<file path="config.mk">
export PLATFORM = sky130hd
export DESIGN_NAME = alu_share_arbiter
export DESIGN_NICKNAME = d
export VERILOG_FILES = /design/src/rtl/alu_share_arbiter.sv
export SDC_FILE = /design/constraint.sdc
export NUM_CORES = 1
export LEC_CHECK = 0
export CAP_MARGIN = 5
export CORE_ASPECT_RATIO = 1.2
export CORE_UTILIZATION = 34
export DETAILED_ROUTE_END_ITERATION = 12
export GPL_TIMING_DRIVEN = 0
export PLACE_DENSITY_LB_ADDON = 0.05
export SYNTH_ARGS = -nofsm -noshare
export SYNTH_HDL_FRONTEND = slang
export SYNTH_SLANG_ARGS = --single-unit
</file>
<file path="constraint.sdc">
create_clock -name clk -period 1.9 [get_ports clk]
set_input_delay 0.38 -clock clk [delete_from_list [all_inputs] [get_ports clk]]
set_output_delay 0.38 -clock clk [all_outputs]
set_load 0.05 [all_outputs]
</file>
<file path="src/rtl/alu_share_arbiter.sv">
`default_nettype none
// ============================================================================
//  Module      : alu_share_arbiter
//  Description : Round-robin sharing of one combinational ALU between two
//                requesters, with registered operands and registered results.
//  Revision    : 1.0  initial release
// ============================================================================
module alu_share_arbiter #(
  parameter int             W      = 32,
  parameter int             OPW    = 4,
  parameter logic [OPW-1:0] DIV_OP = 4'b0011,
  parameter logic [OPW-1:0] MAX_OP = 4'b1110
) (
  input  logic           clk,
  input  logic           rst,
  input  logic           req0_valid,
  output logic           req0_ready,
  input  logic [OPW-1:0] req0_op,
  input  logic [W-1:0]   req0_a,
  input  logic [W-1:0]   req0_b,
  output logic           resp0_valid,
  output logic [W-1:0]   resp0_data,
  output logic           resp0_err,
  input  logic           req1_valid,
  output logic           req1_ready,
  input  logic [OPW-1:0] req1_op,
  input  logic [W-1:0]   req1_a,
  input  logic [W-1:0]   req1_b,
  output logic           resp1_valid,
  output logic [W-1:0]   resp1_data,
  output logic           resp1_err,
  output logic [OPW-1:0] alu_control,
  output logic [W-1:0]   alu_src_a,
  output logic [W-1:0]   alu_src_b,
  input  logic [W-1:0]   alu_result,
  output logic           busy
);

  typedef enum logic [1:0] {
    S_IDLE = 2'd0,
    S_EXEC = 2'd1,
    S_RESP = 2'd2
  } state_t;

  state_t         r_state;
  logic           r_lastGrant;
  logic           r_owner;
  logic           r_busy;
  logic [OPW-1:0] r_aluControl;
  logic [W-1:0]   r_aluSrcA;
  logic [W-1:0]   r_aluSrcB;
  logic           r_resp0Valid;
  logic           r_resp1Valid;
  logic [W-1:0]   r_resp0Data;
  logic [W-1:0]   r_resp1Data;
  logic           r_resp0Err;
  logic           r_resp1Err;

  logic           w_grant;
  logic           w_accept;
  logic           w_err;
  logic [W-1:0]   w_respData;

  // Under contention the port that did not win last time is served.
  always_comb begin
    w_grant = 1'b0;
    if (req0_valid && req1_valid) begin
      w_grant = ~r_lastGrant;
    end else if (req1_valid) begin
      w_grant = 1'b1;
    end
  end

  assign w_accept   = (r_state == S_IDLE) && !rst && (req0_valid || req1_valid);
  assign req0_ready = w_accept && !w_grant;
  assign req1_ready = w_accept && w_grant;

  assign w_err      = (r_aluControl > MAX_OP) ||
                      ((r_aluControl == DIV_OP) && (r_aluSrcB == '0));
  assign w_respData = w_err ? {W{1'b1}} : alu_result;

  always_ff @(posedge clk) begin
    if (rst) begin
      r_state      <= S_IDLE;
      r_lastGrant  <= 1'b1;
      r_owner      <= 1'b0;
      r_busy       <= 1'b0;
      r_aluControl <= '0;
      r_aluSrcA    <= '0;
      r_aluSrcB    <= '0;
      r_resp0Valid <= 1'b0;
      r_resp1Valid <= 1'b0;
      r_resp0Data  <= '0;
      r_resp1Data  <= '0;
      r_resp0Err   <= 1'b0;
      r_resp1Err   <= 1'b0;
    end else begin
      case (r_state)
        S_IDLE: begin
          r_resp0Valid <= 1'b0;
          r_resp1Valid <= 1'b0;
          if (w_accept) begin
            r_aluControl <= w_grant ? req1_op : req0_op;
            r_aluSrcA    <= w_grant ? req1_a  : req0_a;
            r_aluSrcB    <= w_grant ? req1_b  : req0_b;
            r_owner      <= w_grant;
            r_lastGrant  <= w_grant;
            r_busy       <= 1'b1;
            r_state      <= S_EXEC;
          end
        end
        S_EXEC: begin
          // Only the owner's result registers change; the other port keeps its last result.
          if (r_owner) begin
            r_resp1Data  <= w_respData;
            r_resp1Err   <= w_err;
            r_resp1Valid <= 1'b1;
          end else begin
            r_resp0Data  <= w_respData;
            r_resp0Err   <= w_err;
            r_resp0Valid <= 1'b1;
          end
          r_state <= S_RESP;
        end
        S_RESP: begin
          r_resp0Valid <= 1'b0;
          r_resp1Valid <= 1'b0;
          r_busy       <= 1'b0;
          r_state      <= S_IDLE;
        end
        default: begin
          r_resp0Valid <= 1'b0;
          r_resp1Valid <= 1'b0;
          r_busy       <= 1'b0;
          r_state      <= S_IDLE;
        end
      endcase
    end
  end

  assign resp0_valid = r_resp0Valid;
  assign resp0_data  = r_resp0Data;
  assign resp0_err   = r_resp0Err;
  assign resp1_valid = r_resp1Valid;
  assign resp1_data  = r_resp1Data;
  assign resp1_err   = r_resp1Err;
  assign alu_control = r_aluControl;
  assign alu_src_a   = r_aluSrcA;
  assign alu_src_b   = r_aluSrcB;
  assign busy        = r_busy;

endmodule
`default_nettype wire

</file>
# Word level (Yosys, flattened, before mapping)
# Index checks and enable logic that the tools add are counted.
# Widths: inputs -> output; s select.
[classes]
magnitude_cmp = 1
n_eq_ne = 3
mux = 10
n_bitwise = 3
n_reduce_logical = 17
[ops]
columns = ["operator", "n"]
rows = [
  ["$mux 32", 3],
  ["$logic_not 32->1", 1],
  ["$reduce_and 2->1", 4],
  ["$logic_and 1x1->1", 6],
  ["$eq 4x2->1 const B", 1],
  ["$gt 4x4->1 const B", 1],
  ["$mux 4", 1],
  ["$pmux 2 s2", 1],
  ["$mux 1", 3],
  ["$not 1->1", 3],
  ["$eq 2x1->1 const B", 1],
  ["$logic_not 1->1", 2],
  ["$logic_not 2->1", 1],
  ["$logic_or 1x1->1", 2],
  ["$mux 2", 1],
  ["$ne 2x2->1 const B", 1],
  ["$pmux 1 s2", 1],
  ["$reduce_or 2->1", 1],
]
[word_totals]
regBits = 141
in_bits = 172

# Depth between registers and ports, before layout
# Gate-level depths: netlist of run 1.
[depth]
word_depth = 5
ltp_mapped = 6
ltp_nobuf = 4

# Worst setup path before layout of run 1
# OpenSTA, ideal clock, no wires.
[synth_timing]
kind = "flip-flop to flip-flop"
from = "register r_aluSrcB[1] (netlist: alu_src_b[1])"
to = "register r_resp0Data[0] (netlist: resp0_data[0])"
arrival_time_ns = 2.000
t_required_ns = 1.819
slack_ns = -0.181
stages_incl_launch_ff = 6
path_buffers = 2
period_less_slack_ns = 2.081
cell_sequence = "dfxtp_1 > or4_1 > or4_4 > buf_6 > buf_6 > a211oi_2"
[synth_between]
elab_chain_len = 4
[synth_lines]
columns = ["element", "line_no", "source"]
rows = [
  ["start, declared", "51", "logic [W-1:0] r_aluSrcB;"],
  ["start signal, assigned", "105", "r_aluSrcB <= w_grant ? req1_b : req0_b;"],
  ["$logic_not 32->1", "79", "((r_aluControl == DIV_OP) && (r_aluSrcB == '0));"],
  ["$logic_and 1x1->1", "79", ""],
  ["$logic_or 1x1->1", "78", "assign w_err = (r_aluControl > MAX_OP) ||"],
  ["$mux 32", "80", "assign w_respData = w_err ? {W{1'b1}} : alu_result;"],
  ["end signal, assigned", "119", "r_resp0Data <= w_respData;"],
  ["end, declared", "54", "logic [W-1:0] r_resp0Data;"],
]
# No other way between the ends.
# A chain may end at the register's enable or synchronous reset.

# Final worst setup path of run 1
[layout_timing]
from = "register r_aluSrcB[2] (netlist: alu_src_b[2])"
to = "register r_resp0Data[5] (netlist: resp0_data[5])"
# The elaborated chain is that of the path after synthesis.

==> results of run 1 <==
==> cell usage in the layout, fill, tap and decap left out, types with 2 or more instances in the layout <==
cell type and instances:
nand3_1 2, diode_2 2, buf_8 3, bufinv_16 5, dlygate4sd2_1 137, nand4_1 2
or4_4 2, clkbuf_16 17, dfxtp_1 117, a211oi_2 63, nor2_1 202, buf_6 4
nand2_1 6, nor4_2 5, clkbuf_8 4, clkdlybuf4s50_1 170, clkbuf_2 10, clkbuf_1 39
inv_4 2, buf_4 7, a222oi_1 68, dfxtp_4 4, inv_1 4, dfxtp_2 20
buf_12 8
==> synth_stat cells (all sizes together) <==
cell type / n / share of area [%]
nand4: 2 / 0.23
a311oi: 2 / 0.32
nor4: 7 / 0.81
nor3b: 1 / 0.14
o21a: 1 / 0.14
o211a: 1 / 0.19
nor2: 202 / 14
a211o: 1 / 0.16
and3: 1 / 0.12
or4: 2 / 0.35
a211oi: 65 / 13
nand2: 6 / 0.42
nand3: 2 / 0.19
dfxtp: 141 / 52
nor3: 1 / 0.092
and3b: 1 / 0.16
buf: 7 / 1.2
a222oi: 68 / 13
o21ai: 1 / 0.092
clkbuf: 51 / 3.5
inv: 4 / 0.28
==> flip-flops by register name (all words and copies together) (netlist names), 2 cells and up <==
| signal | flops |
|---|---|
| alu_src_a | 32 |
| resp0_data | 32 |
| r_state | 2 |
| alu_control | 4 |
| alu_src_b | 32 |
| resp1_data | 32 |
==> area by class of cell <==
class                   instances  area (sq um)  share of cell area [%]
multi-input cells             364          2530                    25.9
inverters                       4          15.0                   0.154
flip-flops and latches        141          2860                    29.3
clock buffers                  23           488                    4.99
repair buffers                324          3120                    31.9
plain buffers                  54           315                    3.22
diodes                          2          5.00                  0.0512
well taps                     208           260                    2.66
clock inverters                 9           179                    1.83
==> metal layers <==
layer	vias to the layer above	global-route usage (%)	routed length [um]
li1	2797	-	-
met1	2898	28.4	8180
met2	273	47.3	11300
met3	34	7.53	1630
met4	0	10.8	519
met5	-	0	0
==> final timing paths <==
check,startpoint,endpoint
setup / recovery,alu_src_b[2],resp0_data[5]
hold reg to reg,busy,busy
setup reg to reg,alu_src_b[2],resp0_data[5]
hold / removal,busy,busy
==> stage by stage <==
stage	cell area, sq um	hold WS [ps]
floorplan	5440	455
global placement	8800	436
detailed placement	8800	438
CTS	9730	448
global route	9770	466
finish	9780	447
==> critical path, cell delays in order, from the launching register on <==
cell and delay, ps:
dfxtp_4 350, or4_4 530, or4_4 600, buf_12 180
buf_6 140, a211oi_2 210
==> logic make-up (layout without fill, tap and decap cells) <==
group / count (synthesis) / after routing / synth area share (%)
simple gates: 225 / 225 / 16.5
buf+inv: 62 / 414 / 5.04
flops: 141 / 141 / 52.2
compound gates: 139 / 139 / 26.2
other cells: 0 / 2 / 0
==> report_power, final <==
group | total [W] | leakage [nW] | internal (W) | switching (W)
Sequential | 0.00332 | 1.16 | 0.00317 | 0.000147
Clock | 0.00373 | 0.324 | 0.00247 | 0.00126
Combinational | 0.00213 | 2.70 | 0.000809 | 0.00132
==> repair_timing <==
| action | in CTS | in global routing |
|---|---|---|
| setup buffers | 8 | 5 |
| resized for setup | 207 | 41 |
| endpoints found under the setup margin | 265 | 137 |
| gates cloned | 4 | 0 |
| pin swaps | 5 | 14 |
==> impl_metrics.tcl, run 1 <==
set metrics [dict create \
    outcome "complete, but fails checks" \
    violations "setup timing" \
    num_io_pins 311 \
    worstSkewPairLatency_ps 420 \
    hold_path.class "register to register" \
    setup_viol 66 \
    finalHoldViolations 0 \
    vias 6002 \
    p_leak_nw 4.19 \
    synth_cells 567 \
    ctsHtreeMaxLevel 4 \
    hold_buffers 0 \
    start_util_pct 34.7 \
    period_minus_slack_ps 2080 \
    dp_cells 1085 \
    yosysSeqAreaShare_pct 52.2 \
    die_area_sq_um 16400 \
    tritoncts "built" \
    grt_pass1_vias 6197 \
    clock_sinks 141 \
    critPathKind "register to register" \
    worstHoldPathCells 2 \
    chipWidth_um 117 \
    die_h_um 140 \
    antenna_left 0 \
    clock.fmax_ghz 0.480 \
    wl_per_cell_um 19.2 \
    synth_area_per_cell_sq_um 9.54 \
    dr.pass1.iters 6 \
    core_sq_um 15600 \
    power.density_nw_per_um2 939 \
    grt_start_max_net_pins 17 \
    grt_antenna_before_repair 2 \
    yosysWarnings 0 \
    netlist-cell-type-count 24 \
    port_buffers 310 \
    irDropWorstVdd_mv 0.533 \
    slew_headroom_pct 45.8 \
    cts_made_buffers 17 \
    arrival_ps 2410 \
    ys_ff_latch 141 \
    crit_required_ps 2230 \
    grt_pass1_wl_um 32900 \
    cts_root_buf "clkbuf_16" \
    wirelength_um 21700 \
    pre_cts_ws_ps -1250 \
    crit_fanout 8 \
    tightest_slew_ps 812 \
    final_core_utilization_pct 62.8 \
    fin_crit_sh_pct 110 \
    setup_tns_ps -8810 \
    cts_buffer_depth 2 \
    drv_cap 0 \
    fin_skew_ps 11.7 \
    cp-start-kind "register" \
    rsz0062_at_grt "true" \
    overflow 0 \
    initialDrtViolationCount 464 \
    syn_to_final_growth_pct 80.8 \
    worstSetupEndpointType "register" \
    gp_congestion 0.820 \
    finalMaxSlewViolations 0 \
    num_rows 50 \
    gr-usage-all-layers_pct 26.3 \
    instances_no_fill 1129 \
    totalPowerFinal_w 0.00918 \
    drive_gt1_share_pct 18.0 \
    fin_ws_ps -182 \
    nFillCells 1376 \
    cts.reportedPaths.clkPinSlew_ps 60 \
    drc 0 \
    final_nets 1078 \
    reg2reg_depth 5 \
    ff2ff_setup_slack_ps -180 \
    via_per_inst 5.32 \
    syn_nets 739 \
    syn_area_sq_um 5410 \
    dpl.hpwl_um 16100 \
]
Note: power is estimated with default switching activity, not from simulation.
==> run 2, diff against run 1 <==
Settings changed: RECOVER_POWER from default to 25.
==> run 2 against run 1 <==
  * The flow still finishes with violations (setup timing)
  * First-iteration DRC count rose by 3.9%
  * Hold slack is essentially flat
  * Global-route usage did not move
  * Highest routed layer unchanged
  * Non-clock buffer count did not move
  * Largest power group unchanged
==> impl_metrics.tcl, run 2 (synthesis results as in run 1) <==
set metrics [dict create \
    outcome "complete, but fails checks" \
    violations "setup timing" \
    reg2reg_depth 5 \
    final_common_cell "nor2_1" \
    syn_to_final_growth_pct 80.6 \
    cp_slowest_cell "or4_4" \
    ctsHtreeMaxLevel 4 \
    fin_ws_ps -183 \
    tritoncts "built" \
    initialDrtViolationCount 482 \
    grt_pass1_vias 6197 \
    arrival_ps 2410 \
    grt_start_max_net_pins 17 \
    clock.fmax_ghz 0.480 \
    port_buffers 310 \
    nFillCells 1379 \
    crit_fanout 8 \
    drc 0 \
    rr_endpoint "resp0_data[5]" \
    cp-endpoint "resp0_data[5]" \
    wirelength_um 21700 \
    core_sq_um 15600 \
    vias 5998 \
    cts_buffer_depth 2 \
    slew_headroom_pct 45.9 \
    final_nets 1078 \
    final_core_utilization_pct 62.7 \
    setup_viol 67 \
    placed_cell_area_sq_um 8800 \
    chipWidth_um 117 \
    fin_skew_ps 7.92 \
    critPathKind "register to register" \
    tightest_slew_ps 811 \
    worstSkewPairLatency_ps 420 \
    overflow 0 \
    dpl.hpwl_um 16100 \
    via_per_inst 5.31 \
    cp-start-kind "register" \
    die_h_um 140 \
    rr_startpoint "alu_src_b[2]" \
    multi_input_area_sq_um 2530 \
    num_rows 50 \
    cts_made_buffers 17 \
    hold_path.class "register to register" \
    clock_sinks 141 \
    period_minus_slack_ps 2080 \
    gr-usage-all-layers_pct 26.3 \
    drv_cap 0 \
    crit_required_ps 2230 \
    slowest_delay_ps 600 \
    start_util_pct 34.7 \
    finalMaxSlewViolations 0 \
    irDropWorstVdd_mv 0.531 \
    finalHoldViolations 0 \
    num_io_pins 311 \
    startpoint "alu_src_b[2]" \
    power.density_nw_per_um2 940 \
    wl_per_cell_um 19.2 \
    crit_chain "or4_4 -> or4_4 -> buf_12 -> buf_6 -> a211oi_2" \
    cpMostUsedCell "or4_4" \
    fin_crit_sh_pct 110 \
    final_area_sq_um 9770 \
    die_area_sq_um 16400 \
    drive_gt1_share_pct 17.7 \
    ff2ff_setup_slack_ps -180 \
    regArea_sq_um 2860 \
    gp_congestion 0.820 \
    cts_root_buf "clkbuf_16" \
    grt_pass1_wl_um 32900 \
    dr.pass1.iters 8 \
    grt_antenna_before_repair 2 \
    p_leak_nw 4.17 \
    final_cell_mix "nor2_1 (202), clkdlybuf4s50_1 (169), dlygate4sd2_1 (137)" \
    worstSetupEndpointType "register" \
    antenna_left 0 \
    rsz0062_at_grt "true" \
    cts.reportedPaths.clkPinSlew_ps 60 \
    totalPowerFinal_w 0.00918 \
]
run 2: timing repair:
item                                    CTS  global route
pin swaps                                 5            14
setup buffers                             8             5
gates cloned                              4             0
resized for setup                       207            41
endpoints found under the setup margin  265           137
hold buffers                              0             0
run 2: report_power, final:
| part | switching (W) | internal (W) |
|---|---|---|
| logic | 0.00132 | 0.000807 |
| registers | 0.000147 | 0.00317 |
| clock network | 0.00126 | 0.00247 |
run 2: worst min-delay path by stage:
stage	start	to	cells past startpoint
2_1_floorplan	r_state[0]	resp1_valid	2
3_3_place_gp	busy	busy	2
3_5_place_dp	busy	busy	2
4_1_cts	busy	busy	2
5_1_grt	resp0_valid	resp0_valid	1
6_report	busy	busy	2
run 2: metrics by stage:
stage	hold WS [ps]	instances	setup TNS, ps	worst slack [ps]
floorplan	455	567	0	8.67
global placement	436	1085	-50150	-1220
detailed placement	438	1085	-51230	-1250
finish	447	1129	-9030	-183
global route	466	1128	-12330	-225
CTS	448	1126	-4840	-164
run 2: final cells by class:
class / count / area share, %
well taps: 208 / 2.66
flip-flops and latches: 141 / 29.3
clock inverters: 9 / 1.83
multi-input cells: 364 / 25.9
diodes: 2 / 0.0512
clock buffers: 23 / 5.00
repair buffers: 324 / 31.8
inverters: 4 / 0.154
plain buffers: 54 / 3.23
run 2: worst max-delay path: cells and delay by family (launching register included):
family          cells  cell delay (ps)
compound gates      1              210
buf+inv             2              320
flops               1              350
simple gates        2             1130
run 2: metal layers:
metal | vias to the layer above | wire length [um] | global-route usage, %
met1 | 2895 | 8200 | 28.4
met3 | 38 | 1620 | 7.53
met2 | 272 | 11300 | 47.3
li1 | 2793 | - | -
met5 | - | 0 | 0
met4 | 0 | 571 | 10.8
==> run 3, diff against run 2 <==
--- a/config.mk
+++ b/config.mk
@@ -9,3 +9,3 @@
 export CORE_ASPECT_RATIO = 1.2
-export CORE_UTILIZATION = 34
+export CORE_UTILIZATION = 38
 export DETAILED_ROUTE_END_ITERATION = 12
==> constraint.sdc (replaced) <==
create_clock -name clk -period 2 [get_ports clk]
set_input_delay 0.3 -clock clk [delete_from_list [all_inputs] [get_ports clk]]
set_output_delay 0.3 -clock clk [all_outputs]
set_load 0.05 [all_outputs]
==> run 3 against run 2 <==
  * The run still ends with setup timing left
  * Cell area is 3.0% lower
  * Routed wire length is 0.76% lower
  * Fmax hardly changed
  * Setup slack better by 100 ps
  * Via count is 0.75% higher
  * Utilization is 5.8 points higher
  * Global-route usage is 2.4 points higher
  * Die area is 10% lower
  * Final cell count is 3.9% lower
  * Critical path type unchanged
  * Largest power group is now sequential cells
==> impl_metrics.tcl, run 3 (synthesis results as in run 1) <==
set metrics [dict create \
    via_per_inst 5.57 \
    final_common_cell "clkdlybuf4s50_1" \
    syn_to_final_growth_pct 75.2 \
    chipWidth_um 111 \
    nFillCells 1144 \
    rr_endpoint "resp1_data[27]" \
    power_frac_seq_pct 37.6 \
    critPathKind "register to register" \
    switching_share_pct 30.1 \
    gr-usage-all-layers_pct 28.8 \
    dr.pass1.iters 6 \
    core_sq_um 13800 \
    p_sw_w 0.00252 \
    drive_gt1_share_pct 11.6 \
    cp-start-kind "register" \
    hold_path.class "register to register" \
    pre_cts_ws_ps -1190 \
    crit_chain "or4_4 -> or4_4 -> buf_12 -> buf_8 -> a211oi_2" \
    vias 6043 \
    grt_pass1_wl_um 33200 \
    power.internal_w 0.00586 \
    clock_sinks 141 \
    crit_fanout 10 \
    cp-endpoint "resp1_data[27]" \
    grt_start_max_net_pins 17 \
    ff2ff_setup_slack_ps -80 \
    setup_viol 47 \
    fin_skew_ps 7.81 \
    drc 0 \
    crit_required_ps 2330 \
    clockPowerShare_pct 37.3 \
    combPwrFrac_pct 25.1 \
    startpoint "alu_src_b[1]" \
    critical_path_depth 5 \
    cp_top_family "simple AND/OR/NAND/NOR gates" \
    initialDrtViolationCount 525 \
    overflow 0 \
    clock.fmax_ghz 0.480 \
    grt_antenna_before_repair 2 \
    irDropWorstVdd_mv 0.690 \
    cpMostUsedCell "or4_4" \
    antenna_left 0 \
    violations "setup timing" \
    start_util_pct 39.1 \
    num_io_pins 311 \
    arrival_ps 2410 \
    ctsHtreeMaxLevel 4 \
    wirelength_um 21500 \
    outcome "complete, but fails checks" \
    wl_per_cell_um 19.9 \
    cts.reportedPaths.clkPinSlew_ps 60 \
    hold_buffers 0 \
    finalHoldViolations 0 \
    critPathBufInv 2 \
    gp_congestion 0.817 \
    rsz0062_at_grt "true" \
    tightest_slew_ps 767 \
    die_h_um 133 \
    fin_ws_ps -81.9 \
    cts_root_buf "clkbuf_16" \
    cp_slowest_cell "or4_4" \
    p_leak_nw 3.44 \
    worstSetupEndpointType "register" \
    reg2reg_depth 5 \
    cts_made_buffers 17 \
    port_buffers 310 \
    final_core_utilization_pct 68.5 \
    die_area_sq_um 14700 \
    grt_pass1_vias 6328 \
    finalMaxSlewViolations 0 \
    slowest_delay_ps 620 \
    cts_buffer_depth 2 \
    dpl.hpwl_um 16300 \
    power.density_nw_per_um2 884 \
    drv_cap 0 \
    fin_crit_sh_pct 104 \
    final_cell_mix "clkdlybuf4s50_1 (294), nor2_1 (202), dfxtp_1 (136)" \
    period_minus_slack_ps 2080 \
    rr_startpoint "alu_src_b[1]" \
    tritoncts "built" \
    final_nets 1073 \
    slew_headroom_pct 48.5 \
    worstSkewPairLatency_ps 420 \
    num_rows 47 \
]
run 3: per-stage QoR:
| stage | hold slack (ps) | setup TNS (ps) | instances | instance area, sq um | total power [W] |
|---|---|---|---|---|---|
| floorplan | 455 | 0 | 567 | 5410 | 0.00435 |
| detailed placement | 442 | -38850 | 1048 | 8730 | 0.00527 |
| global route | 498 | -5540 | 1085 | 9470 | 0.00865 |
| global placement | 437 | -31890 | 1048 | 8730 | 0.00523 |
| finish | 465 | -1630 | 1085 | 9470 | 0.00838 |
| CTS | 452 | -69.9 | 1080 | 9400 | 0.00840 |
run 3: worst min-delay path by stage:
stage,from,endpoint,depth (start not counted)
2_1_floorplan,r_state[0],resp1_valid,2
6_report,busy,busy,2
3_3_place_gp,busy,busy,2
3_5_place_dp,busy,busy,2
5_1_grt,busy,busy,2
4_1_cts,busy,busy,2
run 3: power by group through the flow:
stage,combinational [W],clock (W),sequential [W]
floorplan,0.000530,0,0.00382
global placement,0.00204,0,0.00319
detailed placement,0.00207,0,0.00320
CTS,0.00210,0.00316,0.00315
global route,0.00220,0.00328,0.00317
finish,0.00210,0.00312,0.00315
run 3: worst min-delay path: cells and delay by family (launching register included):
kind / cells / cell delay (ps)
flip-flops: 1 / 310
AND/OR/NAND/NOR: 2 / 100
run 3: cell type report:
| class | count | area, sq um | share of cell area [%] |
|---|---|---|---|
| Clock buffer | 25 | 505 | 5.34 |
| Sequential cell | 141 | 2830 | 29.9 |
| Tap cell | 171 | 214 | 2.26 |
| Multi-Input combinational cell | 364 | 2400 | 25.3 |
| Clock inverter | 6 | 82.6 | 0.872 |
| Buffer | 56 | 280 | 2.96 |
| Inverter | 4 | 15.0 | 0.159 |
| Timing Repair Buffer | 317 | 3140 | 33.2 |
| Antenna cell | 1 | 2.50 | 0.0264 |
run 3: routing by layer:
metal | GRT usage [%] | vias to the layer above | part of all wire (%)
met1 | 29.2 | 2896 | 35
met5 | 0 | - | 0.060
li1 | - | 2782 | -
met3 | 10.4 | 49 | 9.3
met4 | 13.7 | 2 | 3.5
met2 | 52.1 | 314 | 52
run 3: repair_timing:
item	4_1_cts	5_1_grt
endpoints found under the setup margin	89	82
buffers inserted	3	2
pin swaps	4	5
gates resized for setup	33	25
gates cloned	0	2
endpoints found under the hold margin	0	0
